## src/rtl/seg7_scan_driver.sv

```systemverilog
// seg7_scan_driver
//   Time-multiplexed driver for an eight-digit, common-anode seven-segment
//   display. A 32-bit value is latched into a shadow register on load_i.
//   One digit is scanned at a time, each digit lit for CLK_DIV cycles.
//   All pins are registered and active-low.
//
// Optional feature:
//   SEG7_LEADING_ZERO_BLANK_EN -- when defined, leading-zero digits 7..1 are
//   blanked. Digit 0 is always shown, so a value of 0 displays a single "0".
//
// Parameters:
//   CLK_DIV     cycles each digit stays lit (>= 1)
//
// Ports:
//   clk         system clock
//   rst         synchronous active-high reset
//   data_i      value to display; digit k shows data_i[4k+3:4k]
//   load_i      level-sensitive capture of data_i into the shadow register
//   digit_en_i  per-digit enable, sampled live (0 keeps that anode off)
//   dp_i        per-digit decimal-point request, sampled live, active-high
//   AN          anodes, active-low, at most one low at a time
//   SEG         cathodes {CA,CB,CC,CD,CE,CF,CG}, active-low
//   DP          decimal-point cathode, active-low
module seg7_scan_driver #(
    parameter int CLK_DIV = 1000
) (
    input  logic        clk,
    input  logic        rst,
    input  logic [31:0] data_i,
    input  logic        load_i,
    input  logic [7:0]  digit_en_i,
    input  logic [7:0]  dp_i,
    output logic [7:0]  AN,
    output logic [6:0]  SEG,
    output logic        DP
);

    localparam int CNT_W = (CLK_DIV > 1) ? $clog2(CLK_DIV) : 1;
    localparam logic [CNT_W-1:0] CNT_MAX = CNT_W'(CLK_DIV - 1);

    logic [31:0]      shadow_q, shadow_d;
    logic [CNT_W-1:0] cnt_q,    cnt_d;
    logic [2:0]       idx_q,    idx_d;
    logic [7:0]       an_q,     an_d;
    logic [6:0]       seg_q,    seg_d;
    logic             dp_q,     dp_d;

    logic [3:0]       nib;
    logic [6:0]       nib_seg;
    logic             blank;
    logic             lit;

    // Shadow capture and scan timebase.
    always_comb begin
        shadow_d = load_i ? data_i : shadow_q;
        cnt_d    = cnt_q + CNT_W'(1);
        idx_d    = idx_q;
        if (cnt_q == CNT_MAX) begin
            cnt_d = '0;
            idx_d = idx_q + 3'd1;   // natural 3-bit wrap 7 -> 0
        end
    end

    // Nibble select and hex decode from the current shadow/idx, so the
    // output register always pairs the anode with its own segment pattern.
    always_comb begin
        nib = shadow_q[{idx_q, 2'b00} +: 4];
        unique case (nib)
            4'h0: nib_seg = 7'b0000001;
            4'h1: nib_seg = 7'b1001111;
            4'h2: nib_seg = 7'b0010010;
            4'h3: nib_seg = 7'b0000110;
            4'h4: nib_seg = 7'b1001100;
            4'h5: nib_seg = 7'b0100100;
            4'h6: nib_seg = 7'b0100000;
            4'h7: nib_seg = 7'b0001111;
            4'h8: nib_seg = 7'b0000000;
            4'h9: nib_seg = 7'b0000100;
            4'hA: nib_seg = 7'b0001000;
            4'hB: nib_seg = 7'b1100000;
            4'hC: nib_seg = 7'b0110001;
            4'hD: nib_seg = 7'b1000010;
            4'hE: nib_seg = 7'b0110000;
            default: nib_seg = 7'b0111000;
        endcase
    end

`ifdef SEG7_LEADING_ZERO_BLANK_EN
    // Digit k is a leading zero when every nibble from k upward is zero.
    // Digit 0 is exempt so the value 0 still shows one "0".
    always_comb begin
        blank = (idx_q != 3'd0) && ((shadow_q >> {idx_q, 2'b00}) == 32'd0);
    end
`else
    always_comb begin
        blank = 1'b0;
    end
`endif

    always_comb begin
        lit   = digit_en_i[idx_q] && !blank;
        an_d  = 8'hFF;
        seg_d = 7'h7F;
        dp_d  = 1'b1;
        if (lit) begin
            an_d  = ~(8'b1 << idx_q);
            seg_d = nib_seg;
            dp_d  = ~dp_i[idx_q];
        end
    end

    always_ff @(posedge clk) begin
        if (rst) begin
            shadow_q <= '0;
            cnt_q    <= '0;
            idx_q    <= '0;
            an_q     <= 8'hFF;
            seg_q    <= 7'h7F;
            dp_q     <= 1'b1;
        end else begin
            shadow_q <= shadow_d;
            cnt_q    <= cnt_d;
            idx_q    <= idx_d;
            an_q     <= an_d;
            seg_q    <= seg_d;
            dp_q     <= dp_d;
        end
    end

    assign AN  = an_q;
    assign SEG = seg_q;
    assign DP  = dp_q;

endmodule

```

## config.mk

```make
export PLATFORM = sky130hd
export DESIGN_NAME = seg7_scan_driver
export DESIGN_NICKNAME = d
export VERILOG_FILES = /design/src/rtl/seg7_scan_driver.sv
export SDC_FILE = /design/constraint.sdc
export NUM_CORES = 1
export LEC_CHECK = 0
export CORE_MARGIN = 2
export CORE_UTILIZATION = 45
export CTS_CLUSTER_SIZE = 20
export DETAILED_ROUTE_END_ITERATION = 12
export PLACE_DENSITY = 0.74
export SYNTH_ARGS = -nofsm -noshare
export SYNTH_HDL_FRONTEND = slang
export SYNTH_SLANG_ARGS = --single-unit
export TNS_END_PERCENT = 20
```

## constraint.sdc

```tcl
create_clock -name clk -period 2.5 [get_ports clk]
set_input_delay 0.5 -clock clk [delete_from_list [all_inputs] [get_ports clk]]
set_output_delay 0.5 -clock clk [all_outputs]
set_load 0.02 [all_outputs]
```

# Yosys cells after proc, flatten, opt, wreduce, memory -nomap -nowiden
# Memory sizes are Yosys's and may differ from the RTL's. A register that Yosys moved wholly into a read port is not among the register bits.
# Cells that the tools add are included.
[totals]
ff_bits = 54
mem_bits_ro = 112
in_bits = 51
n_memories = 1
[mem_list]
columns = ["memory", "depth", "width", "rd", "rd_clocked_by_memory_dff", "write_ports", "line_no", "rtl"]
rows = [
  ["(name not given)", 16, 7, 1, 1, 0, "68", "unique case (nib)"],
]
[op_classes]
addsub = 2
order_cmp = 1
eq_ne = 1
n_shift = 2
muxes = 4
n_bitwise = 3
n_reduce_logical = 2
[ops]
columns = ["operator", "count"]
rows = [
  ["$shiftx 32x6->4", 1],
  ["$add 10x1->10 const B", 1],
  ["$eq 10x10->1 const B", 1],
  ["$not 8->8", 1],
  ["$shl 1x3->8 const A", 1],
  ["$bmux 1 s3", 2],
  ["$lt 3x4->1 const B", 1],
  ["$reduce_or 2->1", 2],
  ["$add 3x1->3 const B", 1],
  ["$mux 1", 2],
  ["$not 1->1", 2],
]

# Longest topological paths before layout
[logic_depth]
ltp_word = 4
ltp_mapped = 10
mapped_depth_nobuf = 8

# Worst setup path after synthesis
# Ideal clock, no wire load.
[synth_path]
path_kind = "register -> register"
startpoint = "register idx_q[0]"
endpoint = "register seg_q[3] (netlist: SEG[3])"
setup_time_ps = 69
t_arrival_ps = 2022
t_required_ps = 2431
path_slack_ps = 409
stages_incl_launch_ff = 11
path_buffers = 2
cell_sequence = "dfxtp_1 > buf_6 > buf_6 > mux4_2 > nand2_1 > nand2_1 > inv_1 > ha_1 > nor3_1 > a211oi_2 > o21ai_1"
[synth_via]
elab_chain_len = 4
word_cells_on_any_way = 5
classes_between = "shift: 1; mux: 2; bitwise: 1; reduce/logical: 1"
[synth_lines]
columns = ["item", "line_no", "rtl"]
rows = [
  ["start, declared", "43", "logic [2:0] idx_q, idx_d;"],
  ["start signal, assigned", "123", "idx_q <= idx_d;"],
  ["parallel branches: the longest is 4 deep, another holds $shiftx 32x6->4", "n/a", ""],
  ["end, declared", "45", "logic [6:0] seg_q, seg_d;"],
]
# Several ways; the timed one is not identified. The select of a mux whose other input is x is not followed.
# A chain may end at the register's enable or synchronous reset.

# Final worst setup path
[layout_path]
startpoint = "register idx_q[0]"
endpoint = "register seg_q[6] (netlist: SEG[6])"
# The elaborated chain is that of the path after synthesis.

==> impl_summary.log <==
INFO  metric design.die.area = 6855 µm²
INFO  metric first_global_vias = 2011
INFO  metric timing.critical_path.buf_inv = 1
INFO  metric layout-area-overhead-vs-synth = 30.72%
INFO  metric hold-path-cell-count = 1
INFO  metric crit_path_start_kind = register
INFO  metric synth.top_cells.by_area = sky130_fd_sc_hd__dfxtp_1 44%, sky130_fd_sc_hd__mux2i_1 14%, sky130_fd_sc_hd__mux4_2 8.1%, sky130_fd_sc_hd__nor2_1 6.9%, sky130_fd_sc_hd__ha_1 5.8%
INFO  metric cts.repair_timing.setup_buffer_count = 0
INFO  metric report.final.hold_viol_count = 0
INFO  metric drt_first_pass_iters = 4
INFO  metric antenna_found_initial = 0
INFO  metric core_footprint = approximately 6000 µm²
INFO  metric globalRouteOverflowTotal = 0
INFO  metric tightestPinTransition = slightly above 700 ps
INFO  metric worst_clock_skew = 6.789 ps
INFO  metric post-synth-top-area-cell = sky130_fd_sc_hd__dfxtp_1
INFO  metric critPathMaxFanout = 12
INFO  metric seq_area_frac_synth = between 40 and 50%
INFO  metric worstPathRequired = 2700 ps
INFO  metric routabilityCongestion = 0.8670
INFO  metric ctsHoldBuffers = 0
INFO  metric timing_worst_setup_path_type = register to register
INFO  metric report.final.setup_viol = 0
INFO  metric place.port_buffers = 66
INFO  metric cts_max_level = 3
INFO  metric worst-r2r-cell-count = 6
INFO  metric num_rows = 28
INFO  metric worst_setup_hold_path_clk_slew = roughly 70 ps
INFO  metric syn-num-nets = 333
INFO  metric clk-insertion-delay-late = 340 ps
INFO  metric viasPerCell = between 5 and 6
INFO  metric post-route-period-util = roughly nine tenths
INFO  metric synthCells = around 270
INFO  metric number_of_placed_cells_counting_well_taps = about 400
INFO  metric power_per_cell_area = 556.6 nW/µm²
INFO  metric synth_largest_type_area_fraction = 43.71%
INFO  metric synth.ff_latch_count = 61
INFO  metric avgSynthCellArea = 10.39 µm²
INFO  metric finalInstanceArea = approximately 3700 µm²
INFO  metric holdCritPathClass = register to register
INFO  metric arrival = 2480 ps
INFO  metric ff_latch_area = 1221 µm²
INFO  metric drc_errors = 0
INFO  metric drv.max_cap_violation_count = 0
INFO  metric cts.repair.resized = 0
INFO  metric worst_path_max_delay_cell = sky130_fd_sc_hd__mux4_2
INFO  metric residual_antenna_violating_net_count_after_detailed_routing = 0
INFO  metric finish.net_count = 401
INFO  metric setup_tns_final = 0 ps
INFO  metric ys_async_sr_fraction = 0%
INFO  metric initial_utilization = between 40% and 50%
INFO  metric totalWireLength = 6001 µm
INFO  metric crit_chain = buf_4 -> mux4_2 -> mux2i_4 -> o21ai_0 -> a21oi_1 -> o31ai_1
INFO  metric track_usage = 18.97%
INFO  metric fmax = 439.2 MHz
INFO  metric outcome = finished clean
INFO  metric final-instance-count-excl-fill = 417
INFO  metric cts_inserted_buffers = 9
INFO  metric first_pass_grt_wire_length = 9542 µm
INFO  metric vdd.ir_drop.worst = 0.2731 mV
INFO  metric reg2reg_from = idx_q[0]$_SDFFE_PP0N_
INFO  metric post_drt_wl_per_cell = 14.39 µm
INFO  metric netlist_area = 2794 µm²
INFO  metric min-delay-start = cnt_q[0]$_SDFF_PP0_
INFO  metric drive_gt1_share = 12.28%
INFO  metric critical_path.top_delay_family = multiplexers
INFO  metric count_of_vias_placed_by_the_detailed_router = 2111
INFO  metric synth-warning-count = 0
INFO  metric filler_cell_count = 529
INFO  metric die-height = 82.80 µm
INFO  metric dr.first_iter.drc_count = 48
INFO  metric chipWidth = 82.80 µm
INFO  metric multiInputGateArea = 1424 µm²
INFO  metric logic_depth_of_the_worst_path_buffers_included = 6
INFO  metric clockBufferDepth = 2
INFO  metric antenna_cells_inserted = 0
INFO  metric dpl.hpwl = approximately 4500 µm
INFO  metric cp_slowest_stage_delay = 550 ps
INFO  metric synth-edff-count = 0
INFO  metric placement.cell_area = 3493 µm²
INFO  metric cts_tree = done
INFO  metric final.min_clock_period = 2277 ps
INFO  metric grt_max_degree = 34
INFO  metric critical_path.endpoint_type = register
INFO  metric slew_violations = 0
INFO  metric cp-startpoint = idx_q[0]$_SDFFE_PP0N_
INFO  metric ios = between 60 and 70
INFO  metric grt_setup_unrepaired = false
INFO  metric worst_slew_margin_rel = 51.45%
INFO  metric power.leakage = 0.001485 µW
INFO  metric dominantRegCellSynth = sky130_fd_sc_hd__dfxtp_1
INFO  metric ctsRootBufferMaster = sky130_fd_sc_hd__clkbuf_8
INFO  metric numClockSinks = 61
INFO  metric yosys.cell_types.count = 40
-- cell usage in the layout (no fill, tap or decap), types with 2 or more instances in the layout --
| master | instances |
|---|---|
| sky130_fd_sc_hd__a211oi_1 | 2 |
| sky130_fd_sc_hd__clkbuf_1 | 2 |
| sky130_fd_sc_hd__nor2_1 | 51 |
| sky130_fd_sc_hd__nand4_1 | 2 |
| sky130_fd_sc_hd__a21oi_1 | 2 |
| sky130_fd_sc_hd__buf_4 | 6 |
| sky130_fd_sc_hd__clkinv_2 | 4 |
| sky130_fd_sc_hd__mux4_2 | 10 |
| sky130_fd_sc_hd__clkdlybuf4s50_1 | 65 |
| sky130_fd_sc_hd__dfxtp_1 | 61 |
| sky130_fd_sc_hd__nor3_1 | 6 |
| sky130_fd_sc_hd__inv_1 | 7 |
| sky130_fd_sc_hd__clkbuf_8 | 9 |
| sky130_fd_sc_hd__xnor2_1 | 6 |
| sky130_fd_sc_hd__nand3_1 | 3 |
| sky130_fd_sc_hd__mux2_2 | 3 |
| sky130_fd_sc_hd__o221ai_1 | 5 |
| sky130_fd_sc_hd__xor2_1 | 3 |
| sky130_fd_sc_hd__nand2_1 | 22 |
| sky130_fd_sc_hd__mux2i_1 | 38 |
| sky130_fd_sc_hd__ha_1 | 13 |
-- worst reg2reg max path: stages, from the launching register on --
cell	delay, ps
sky130_fd_sc_hd__dfxtp_1	410
sky130_fd_sc_hd__buf_4	220
sky130_fd_sc_hd__mux4_2	550
sky130_fd_sc_hd__mux2i_4	390
sky130_fd_sc_hd__o21ai_0	290
sky130_fd_sc_hd__a21oi_1	210
sky130_fd_sc_hd__o31ai_1	80
-- layout make-up --
class	instances	area share (%)
multi-input cells	183	38.99
repair buffers	73	19.73
well taps	75	2.569
clock buffers	11	3.597
inverters	9	0.9250
clock inverters	5	0.7537
flip-flops and latches	61	33.44
-- cells by family (layout without fill, tap and decap cells) --
family          after synthesis  after routing  share of synthesized area [%]
simple gates                 93             93                          14.02
flops                        61             61                          43.71
mux                          52             52                          23.69
buf+inv                      25             98                          5.329
compound gates               16             16                          4.612
fa+ha+maj                    13             13                          5.822
xor+xnor                      9              9                          2.821
-- Yosys cell counts (3+ instances only) --
library cell               instances
sky130_fd_sc_hd__o221ai_1          5
sky130_fd_sc_hd__nand2_1          22
sky130_fd_sc_hd__mux2_2            3
sky130_fd_sc_hd__buf_2             4
sky130_fd_sc_hd__nand3_1           3
sky130_fd_sc_hd__nor2_1           51
sky130_fd_sc_hd__xor2_1            3
sky130_fd_sc_hd__buf_1             3
sky130_fd_sc_hd__inv_1             7
sky130_fd_sc_hd__xnor2_1           6
sky130_fd_sc_hd__buf_6             4
sky130_fd_sc_hd__dfxtp_1          61
sky130_fd_sc_hd__clkbuf_1          3
sky130_fd_sc_hd__mux4_2           10
sky130_fd_sc_hd__nor3_1            6
sky130_fd_sc_hd__mux2i_1          38
sky130_fd_sc_hd__ha_1             13
-- sequential cells by signal, indices dropped and copies added (netlist names) --
signal	cells
shadow_q	32
cnt_q	10
AN	8
SEG	7
idx_q	3
DP	1
-- worst paths after layout --
kind,to,slack (ps)
max,SEG[6]$_SDFF_PP1_,220
min,cnt_q[0]$_SDFF_PP0_,450
max reg2reg,SEG[6]$_SDFF_PP1_,220
min reg2reg,cnt_q[0]$_SDFF_PP0_,450
-- per-stage QoR --
step	hold slack, ps	power [µW]	utilization [%]	setup WS, ps
2_1_floorplan	413.2	1195	-	409.5
3_3_place_gp	425.5	1318	58.66	322.5
3_5_place_dp	439.5	1324	58.66	238.4
4_1_cts	449.6	2053	61.32	221.9
5_1_grt	471.4	2114	61.32	56.15
6_report	446.3	2033	61.32	223.1
-- per-layer routing --
| metal | part of all wire, % | vias to the layer above | global-route usage, % |
|---|---|---|---|
| li1 | - | 1061 | - |
| met1 | 46 | 976 | 23.40 |
| met2 | 47 | 63 | 30.56 |
| met3 | 5.1 | 11 | 5.087 |
| met4 | 2.5 | 0 | 9.508 |
| met5 | 0 | - | 0 |
-- power by group --
part	internal, µW	switching (µW)
Sequential	1020	24.1
Clock	352	377
Combinational	153	110
Total	1520	511
Power figures use the tool's default switching activity.
==> variant: new RTL, same flow settings <==
Make the reset (`rst`) asynchronous in one clocked block. Comments in the files are not updated.
--- a/src/rtl/seg7_scan_driver.sv
+++ b/src/rtl/seg7_scan_driver.sv
@@ -109,7 +109,7 @@
         end
     end
 
-    always_ff @(posedge clk) begin
+    always_ff @(posedge clk or posedge rst) begin
         if (rst) begin
             shadow_q <= '0;
             cnt_q    <= '0;
Function: differs if rst is asserted again (counterexample within 4 cycles, from zero or initial values and one cycle with rst high); with rst held inactive, the same outputs for 10 cycles.
==> variant against the original RTL <==
  * Sequential cell count unchanged
  * Clock power up 6.7%
  * Combinational power increased by 37%
  * Worst setup slack gained 47 ps
  * Utilization rose by 0.94 points
  * Total power is 10% higher
  * Synthesized area grew 8.2%
  * Global-route usage shrank 0.21 points
  * Final area rose by 9.5%
  * Sequential power grew 6%
  * Routed wire length grew 2.3%
  * Synthesized cell count down 13%
==> variant: results (changes against the original RTL) <==
OUTCOME='finished, final reports clean'  # unchanged
MAX-CLOCK-PATH-BUFFERS=2  # unchanged
VIAS_PER_CELL=5.28  # was 5.06
MAPPEDNETLISTNETS=297  # was 333
VIAS_IN_THE_FIRST_GLOBAL_ROUTE=2211  # was 2,011
GRT_FIRST_PASS_WIRELENGTH_UM=10600  # was 9540 um
NETLIST_TOP_CELLS_COUNT='sky130_fd_sc_hd__dfrtp_1, sky130_fd_sc_hd__mux2_2, sky130_fd_sc_hd__nand2_1'  # was sky130_fd_sc_hd__dfxtp_1, sky130_fd_sc_hd__nor2_1, sky130_fd_sc_hd__mux2i_1
TIMING.CRITICAL_PATH.FROM='idx_q[0]'  # unchanged
PROPORTION_OF_LAYOUT_CELLS_WITH_A_DRIVE_SUFFIX_ABOVE_1_PCT=29.2  # was 12.3%
GRT_USAGE_PCT=18.8  # was 19.0%
PEAKVDDDROP_V=0.000356  # was 0.000273 V
FINCLKSKEW_PS=4.23  # was 6.79 ps
WORST-PATH-MAX-FANOUT=15  # was 12
POWER.SHARE.CLOCK_PCT=34.8  # was 35.9%
WORSTHOLDPATHTYPE='primary input to async pin'  # was flop to flop
NUMBER_OF_GATES_GIVEN_A_NEW_DRIVE_STRENGTH_AFTER_CTS=0  # unchanged
ROUTABILITY_CONGESTION_ESTIMATE=0.845  # was 0.867
MAX_STAGE_DELAY_PS=490  # was 550 ps
FILLCELLCOUNT=521  # was 529
SYNTH-MAIN-FF-CELL='sky130_fd_sc_hd__dfrtp_1'  # was sky130_fd_sc_hd__dfxtp_1
SYNTH.TOP_CELLS.BY_AREA='sky130_fd_sc_hd__dfrtp_1, sky130_fd_sc_hd__dfstp_2, sky130_fd_sc_hd__mux2_2'  # was sky130_fd_sc_hd__dfxtp_1, sky130_fd_sc_hd__mux2i_1, sky130_fd_sc_hd__mux4_2
SYNTHESIS.AREA_PER_INSTANCE_UM2=13.0  # was 10.4 um^2
FINAL_NETS=374  # was 401
SYNTH-SEQ-AREA-SHARE_PCT=51.2  # was 43.7%
POSTSYNTH.ASYNCRESETSHARE_PCT=100  # was 0%
DETAIL_ROUTE.ITER0.VIOLATIONS=61  # was 48
NETSWITCHINGPOWER_W=0.000551  # was 0.000511 W
PLACEDCELLCOUNT=376  # was 401
LARGEST-REGISTER='shadow_q'  # unchanged
POST_DRT_WL_PER_CELL_UM=15.7  # was 14.4 um
NUMBER_OF_DISTINCT_LIBRARY_CELLS_AFTER_SYNTHESIS=38  # was 40
DP_HPWL_UM=4560  # was 4540 um
CRITPATHARRIVALTIME_PS=2480  # about the same
TIMING.MAX_SLEW.REL_SLACK_PCT=72.1  # was 51.5%
TOTALWIRELENGTH_UM=6140  # was 6000 um
CP_SLOWEST_CELL='sky130_fd_sc_hd__mux4_2'  # unchanged
POWERCOMB_W=0.000360  # was 0.000263 W
GRT_START_MAX_NET_PINS=49  # was 34
CELLLEAKAGEPOWER_nW=1.62  # was 1.49 nW
POST-CTS-SETUP-BUFFERS=0  # unchanged
-- variant: changes by cell type after synthesis, moves of 3 or more --
cell | unedited run | this run
sky130_fd_sc_hd__dfrtp_1 | 0 | 45
sky130_fd_sc_hd__o21ai_0 | 1 | 4
sky130_fd_sc_hd__dfstp_2 | 0 | 16
sky130_fd_sc_hd__mux2i_1 | 38 | 7
sky130_fd_sc_hd__dfxtp_1 | 61 | 0
sky130_fd_sc_hd__mux2_2 | 3 | 34
sky130_fd_sc_hd__nand3_1 | 3 | 11
sky130_fd_sc_hd__mux2_4 | 0 | 3
sky130_fd_sc_hd__inv_1 | 7 | 10
sky130_fd_sc_hd__nor2_1 | 51 | 12
sky130_fd_sc_hd__nor3_1 | 6 | 1
-- variant: final cells by class --
| cell class | count | area share (%) |
|---|---|---|
| flip-flops and latches | 61 | 38.7 |
| inverters | 12 | 1.13 |
| well taps | 77 | 2.41 |
| repair buffers | 75 | 18.8 |
| multi-input cells | 151 | 34.5 |
| clock inverters | 4 | 0.563 |
| clock buffers | 12 | 3.88 |
-- variant: per-stage QoR --
stage | util, % | worst slack [ps] | power [W] | hold WS [ps] | instance area, um^2
after global placement | 59.5 | 345 | 0.00147 | 468 | 3820
after CTS | 62.3 | 284 | 0.00226 | 435 | 4000
final | 62.3 | 270 | 0.00224 | 434 | 4000
after detailed placement | 59.5 | 305 | 0.00148 | 474 | 3820
after floorplan | - | 376 | 0.00131 | 444 | 3020
after global routing | 62.3 | 138 | 0.00235 | 450 | 4000
-- variant: cell families (layout without fill, tap and decap cells) --
| family | after synthesis | after routing | synth area share [%] |
|---|---|---|---|
| buffers and inverters | 21 | 103 | 3.19 |
| adder cells (fa/ha/maj) | 13 | 13 | 5.38 |
| AO/OA/AOI/OAI | 19 | 19 | 4.51 |
| AND/OR/NAND/NOR | 55 | 55 | 8.40 |
| XOR/XNOR | 8 | 8 | 2.32 |
| flip-flops | 61 | 61 | 51.2 |
| multiplexers | 56 | 56 | 25.0 |
-- variant: per-layer routing --
metal	up-vias	part of all wire [%]	global-route usage, %
met5	-	0	0
li1	982	-	-
met4	0	1.7	7.22
met2	68	47	28.9
met3	8	6.2	5.87
met1	1010	46	24.9
-- variant: path summary, 6_finish.rpt --
path	slack [ps]	cells past startpoint	to
worst min register to register	480	1	cnt_q[0]
worst max register to register	270	8	SEG[3]
worst min-delay path	430	2	shadow_q[16]
worst max-delay path	270	8	SEG[3]
max in group asynchronous	1450	3	SEG[0]
min in group clk	480	1	cnt_q[0]
-- variant: worst max-delay path, delay by kind of cell (launching register included) --
family	cells	cell delay, ps
buffers and inverters	3	380
AO/OA/AOI/OAI	1	230
multiplexers	3	890
flip-flops	1	390
adder cells (fa/ha/maj)	1	240
